--- config.mk ---
export PLATFORM = sky130hd
export DESIGN_NAME = gate_logic_pipe
export DESIGN_NICKNAME = d
export VERILOG_FILES = /design/src/rtl/gate_logic_pipe.sv
export SDC_FILE = /design/constraint.sdc
export NUM_CORES = 1
export LEC_CHECK = 0
export ABC_AREA = 1
export BUFFER_PORTS_ARGS = -buffer_cell sky130_fd_sc_hd__buf_2
export CORE_MARGIN = 2
export CORE_UTILIZATION = 52
export CTS_CLUSTER_SIZE = 8
export DETAILED_ROUTE_END_ITERATION = 6
export HOLD_SLACK_MARGIN = 0.1
export MAX_ROUTING_LAYER = met4
export PLACE_DENSITY_LB_ADDON = 0.2
export SLEW_MARGIN = 30
export SYNTH_ARGS = -nofsm -noshare
export SYNTH_HDL_FRONTEND = slang
export SYNTH_SLANG_ARGS = --single-unit
--- constraint.sdc ---
create_clock -name clk -period 1.4 [get_ports clk]
set_input_delay 0 -clock clk [delete_from_list [all_inputs] [get_ports clk]]
set_output_delay 0 -clock clk [all_outputs]
set_load 0.005 [all_outputs]
--- src/rtl/gate_logic_pipe.sv ---
// -----------------------------------------------------------------------------
// gate_logic_pipe
//
// Pipelined bitwise logic unit. One opcode-selected WIDTH-bit operation is
// applied to (in_a, in_b). The result, its zero flag and the opcode then travel
// through STAGES register stages under valid/ready flow control. The ready
// chain is purely combinational, so there is no skid buffer. Bubbles collapse
// even while the output is stalled.
//
// Parameters:
//   WIDTH   operand/result width in bits (>= 1)
//   STAGES  pipeline register stages (1..4); latency in cycles with no stall
//
// Ports:
//   clk        rising-edge clock
//   rst        synchronous active-high reset
//   in_valid   operands/op valid this cycle
//   in_ready   block can accept this cycle
//   in_a/in_b  operands
//   in_op      operation select:
//                000 AND, 001 OR, 010 NOT a, 011 NAND,
//                100 NOR, 101 XOR, 110 XNOR, 111 PASS a
//   out_valid  result valid
//   out_ready  consumer accepts result
//   out_y      result (holds its last value while out_valid = 0)
//   out_zero   1 when out_y == 0
//   out_op     opcode that produced out_y
//
// Optional feature (macro GATE_LOGIC_PIPE_STATS_EN):
//   stat_count 16-bit saturating count of output transfers; cleared by rst.
// -----------------------------------------------------------------------------
module gate_logic_pipe #(
    parameter int WIDTH  = 32,
    parameter int STAGES = 2
) (
    input  logic             clk,
    input  logic             rst,
    input  logic             in_valid,
    output logic             in_ready,
    input  logic [WIDTH-1:0] in_a,
    input  logic [WIDTH-1:0] in_b,
    input  logic [2:0]       in_op,
    output logic             out_valid,
    input  logic             out_ready,
    output logic [WIDTH-1:0] out_y,
    output logic             out_zero,
    output logic [2:0]       out_op
`ifdef GATE_LOGIC_PIPE_STATS_EN
    ,
    output logic [15:0]      stat_count
`endif
);

    localparam logic [2:0] OP_AND  = 3'b000;
    localparam logic [2:0] OP_OR   = 3'b001;
    localparam logic [2:0] OP_NOTA = 3'b010;
    localparam logic [2:0] OP_NAND = 3'b011;
    localparam logic [2:0] OP_NOR  = 3'b100;
    localparam logic [2:0] OP_XOR  = 3'b101;
    localparam logic [2:0] OP_XNOR = 3'b110;
    localparam logic [2:0] OP_PASS = 3'b111;

    generate
        if (STAGES < 1 || STAGES > 4) begin : g_bad_stages
            $error("gate_logic_pipe: STAGES must be in 1..4");
        end
    endgenerate

    // -------------------------------------------------------------------------
    // Combinational logic function
    // -------------------------------------------------------------------------
    logic [WIDTH-1:0] res_y;
    logic             res_zero;

    always_comb begin
        // NOTE: every output of a combinational block gets a default first, so
        // no path through the block leaves it unassigned (which would infer a latch).
        res_y = '0;
        case (in_op)
            OP_AND:  res_y = in_a & in_b;
            OP_OR:   res_y = in_a | in_b;
            OP_NOTA: res_y = ~in_a;
            OP_NAND: res_y = ~(in_a & in_b);
            OP_NOR:  res_y = ~(in_a | in_b);
            OP_XOR:  res_y = in_a ^ in_b;
            OP_XNOR: res_y = ~(in_a ^ in_b);
            OP_PASS: res_y = in_a;
            default: res_y = '0;
        endcase
        res_zero = ~|res_y;
    end

    // -------------------------------------------------------------------------
    // Pipeline state
    // -------------------------------------------------------------------------
    logic [STAGES-1:0] valid_q, valid_d;
    logic [STAGES-1:0] zero_q,  zero_d;
    logic [WIDTH-1:0]  y_q  [STAGES];
    logic [WIDTH-1:0]  y_d  [STAGES];
    logic [2:0]        op_q [STAGES];
    logic [2:0]        op_d [STAGES];
    logic [STAGES-1:0] adv;

    // Stage k advances when it, or any later stage, is empty, or when the
    // consumer takes the last item. The accumulator runs from the output side
    // back towards the input. This avoids a vector that reads its own bits.
    always_comb begin
        logic acc;
        adv = '0;
        acc = out_ready;
        for (int k = STAGES - 1; k >= 0; k--) begin
            acc    = acc | ~valid_q[k];
            adv[k] = acc;
        end
    end

    // adv[0] already contains ~valid_q[0].
    assign in_ready = adv[0];

    // Payload registers load only when a valid item arrives. As a result, the
    // outputs keep their last value through bubbles.
    always_comb begin
        valid_d = valid_q;
        zero_d  = zero_q;
        y_d     = y_q;
        op_d    = op_q;
        if (adv[0]) begin
            valid_d[0] = in_valid;
            if (in_valid) begin
                y_d[0]    = res_y;
                zero_d[0] = res_zero;
                op_d[0]   = in_op;
            end
        end
        for (int k = 1; k < STAGES; k++) begin
            if (adv[k]) begin
                valid_d[k] = valid_q[k-1];
                if (valid_q[k-1]) begin
                    y_d[k]    = y_q[k-1];
                    zero_d[k] = zero_q[k-1];
                    op_d[k]   = op_q[k-1];
                end
            end
        end
    end

    always_ff @(posedge clk) begin
        if (rst) begin
            // NOTE: the payload registers are reset along with the valid bits.
            // This makes the outputs read all-zero right after reset instead
            // of showing stale data.
            valid_q <= '0;
            zero_q  <= '0;
            for (int k = 0; k < STAGES; k++) begin
                y_q[k]  <= '0;
                op_q[k] <= '0;
            end
        end else begin
            // NOTE: state uses non-blocking assignments, so every stage samples
            // the pre-edge value of its neighbour, which gives a true shift.
            valid_q <= valid_d;
            zero_q  <= zero_d;
            y_q     <= y_d;
            op_q    <= op_d;
        end
    end

    assign out_valid = valid_q[STAGES-1];
    assign out_y     = y_q[STAGES-1];
    assign out_zero  = zero_q[STAGES-1];
    assign out_op    = op_q[STAGES-1];

`ifdef GATE_LOGIC_PIPE_STATS_EN
    // -------------------------------------------------------------------------
    // Saturating output-transfer counter
    // -------------------------------------------------------------------------
    logic [15:0] stat_q, stat_d;

    always_comb begin
        stat_d = stat_q;
        if (out_valid && out_ready && (stat_q != 16'hFFFF)) begin
            stat_d = stat_q + 16'd1;
        end
    end

    always_ff @(posedge clk) begin
        if (rst) begin
            stat_q <= '0;
        end else begin
            stat_q <= stat_d;
        end
    end

    assign stat_count = stat_q;
`endif

endmodule

==> results.txt <==
clock buffer count from CTS -> 9
Synth Area per Inst -> 6.21 um^2
P&R area growth vs syn -> 23.6%
Post-DP HPWL -> 12400 um
Mapped Area -> 6200 um^2
Mapped Cells -> 999
routed len/inst -> 12.6 um
max-slew violations -> 0
crit-path max FO -> 13
Required @ worst endpoint -> 1.67 ns
final core occ -> 66.6%
Async S/R FF share, synth -> 0%
Fin Setup TNS -> 0 ns
reg2reg start -> valid_q[1]
most frequent CP cell -> nand2_1
hold_ws -> 0.160 ns
hold crit path type -> in2reg
clock sinks -> 74
Vias/cell -> 5.07
core region area -> 11500 um^2
filler cell count -> 1096
overall die height -> 113 um
max-capacitance violation count -> 0
fin crit share -> 97.3%
crit-path cells -> clkbuf_4, nor2_4, nand2_2, buf_4, or2_2, nand2_1, nand2_1, nor2_4, nand2_1, nor2_1, nand3_1, a21oi_1
ANT cells -> 0
most common cell after layout, fill and taps aside -> nor2_1
final setup violation count -> 0
drt pass-1 iters -> 7
setup bufs post-CTS -> 0
Worst Skew -> 0.00315 ns
CTS tree -> yes
register area -> 1480 um^2
sequential-to-total area share from yosys stat -> 23.9%
class of the most critical setup path -> in2reg
Clock Latency Late Sink -> 0.33 ns
Root Driver -> clkbuf_16
Reg clk slew, reported paths -> 0.06 ns
max incr delay on CP -> 0.28 ns
chip width -> 113 um
VDD IR-drop max -> 0.556 mV
cell family with most CP delay -> simple AND/OR/NAND/NOR gates
Synth warnings -> 0
pin count of the biggest net entering global routing -> 43
DRT iter0 DRCs -> 597
Routed Antenna Nets -> 0
r2r endpoint -> zero_q[0]
GRT Overall Usage -> 26.5%
CP arrival -> 1.63 ns
number of synthesized flops with an enable pin -> 0
first-pass GRT wire length -> 27300 um
Hold Path Depth -> 4
Finished Cell Area -> 7670 um^2
initial antenna violation count -> 0
CP Buf/Inv Count -> 2
Final Power -> 6.45 mW
Port-buffer cells -> 108
Total Wirelength -> 16200 um
RD Place Congestion -> 0.934
FF-to-FF path depth -> 9
Synth Flop Type -> dfxtp_1
dpl cell area -> 7320 um^2
I/O Pins -> 109
area occupied by multi-input gates -> 3690 um^2
Final #Nets -> 1273
starting density of the core -> 53.8%
H-tree depth -> 3
pwr dens -> 841 nW/um^2
failing checks -> design-rule violations
Crit-path slowest cell -> or2_2
RSZ-0062 raised after global routing -> true
vias in the first global route -> 5877
Max-slew headroom -> 73.4%
via count -> 6523
CP Capture Type -> flop
P_leak -> 4.28 nW
Row Count -> 39
post-synthesis register bit count -> 74
Hold Fails Final Rpt -> 0
most frequent cells in the layout -> nor2_1, nand2_1, inv_1, buf_2, buf_4
reg-to-reg slack, setup -> 0.10 ns
Slew @ Worst Pin -> 0.396 ns
hold path endpoint -> op_q[3]
grt ovf -> 0
Hold Crit Start -> in_op[0]
achievable frequency -> 734 MHz
minimum clock period -> 1.36 ns
Mapped Nets -> 1134
synth unique cells -> 30
status -> finished, violations left
fraction of layout cells with a size suffix above 1 -> 22.0%
clk buf depth -> 2
DRC violations left -> 10
startpoint types -> primary input
DIE AREA -> 12800 um^2
## power breakdown
part	internal, mW	switching, mW	total (mW)
logic	0.809	1.02	1.83
clock network	1.42	0.848	2.27
registers	2.27	0.0717	2.34
## logic make-up after synthesis
group | after synthesis | share of synthesized area (%)
compound gates | 139 | 11.8
fa+ha+maj | 64 | 12.9
buf+inv | 232 | 16.9
flops | 74 | 23.9
mux | 8 | 1.29
simple gates | 482 | 33.2
## cell usage after synthesis (13+ instances only)
library cell | instances | area [um^2]
a21oi_1 | 28 | 140
nand2_1 | 160 | 601
nand4_1 | 35 | 219
inv_1 | 137 | 514
buf_4 | 37 | 278
nand3_1 | 65 | 325
nor2_1 | 190 | 713
nor3_1 | 13 | 65.1
buf_2 | 15 | 75.1
ha_1 | 64 | 801
o21ai_0 | 90 | 450
clkbuf_1 | 29 | 109
dfxtp_1 | 74 | 1480
## layout make-up
cell class              instances  area share [%]
well taps                     143            2.33
multi-input cells             693            48.1
clock buffers                  10            3.12
clock inverters                 6           0.865
inverters                     143            7.05
repair buffers                217            19.2
flip-flops and latches         74            19.3
## state kept, by name, summed over array words and instances (netlist names)
| signal | flops |
|---|---|
| out_y | 32 |
| y_q | 32 |
| op_q | 3 |
| out_op | 3 |
| valid_q | 2 |
| zero_q | 2 |
## worst max-delay path by stage
stage / from / to / cells past startpoint / slack (ns)
2_1_floorplan: valid_q[1] / y_q[45] / 6 / 0.01
3_3_place_gp: in_op[0] / zero_q[0] / 13 / -0.39
3_5_place_dp: in_op[0] / zero_q[0] / 13 / -0.39
4_1_cts: in_op[0] / zero_q[0] / 13 / 0.03
5_1_grt: in_op[2] / zero_q[0] / 12 / -0.02
6_report: in_op[2] / zero_q[0] / 12 / 0.04
## worst reg2reg max path: cells and delay by family, from the launching register on
kind	cells	cell delay (ns)
flip-flops	1	0.32
buffers and inverters	1	0.11
AND/OR/NAND/NOR	7	0.69
AO/OA/AOI/OAI	1	0.11
## metal layers
layer  GRT usage (%)  wire [um]
met2            39.7       6950
met5               -          0
met4            8.78        282
met1            37.0       7870
met3            3.32       1140
## per-stage QoR
step                      instances  setup slack (ns)
after floorplan                 999            0.0114
after global placement         1268            -0.395
after detailed placement       1268            -0.388
after CTS                      1286            0.0287
after global routing           1286           -0.0214
final                          1286            0.0372
## what timing repair did
item,CTS,global route
hold buffers,2,0
endpoints found under the setup margin,1,21
hold endpoints to repair,5,0
gates cloned,0,0
resized for setup,1,10
(Power assumes the default switching activity.)
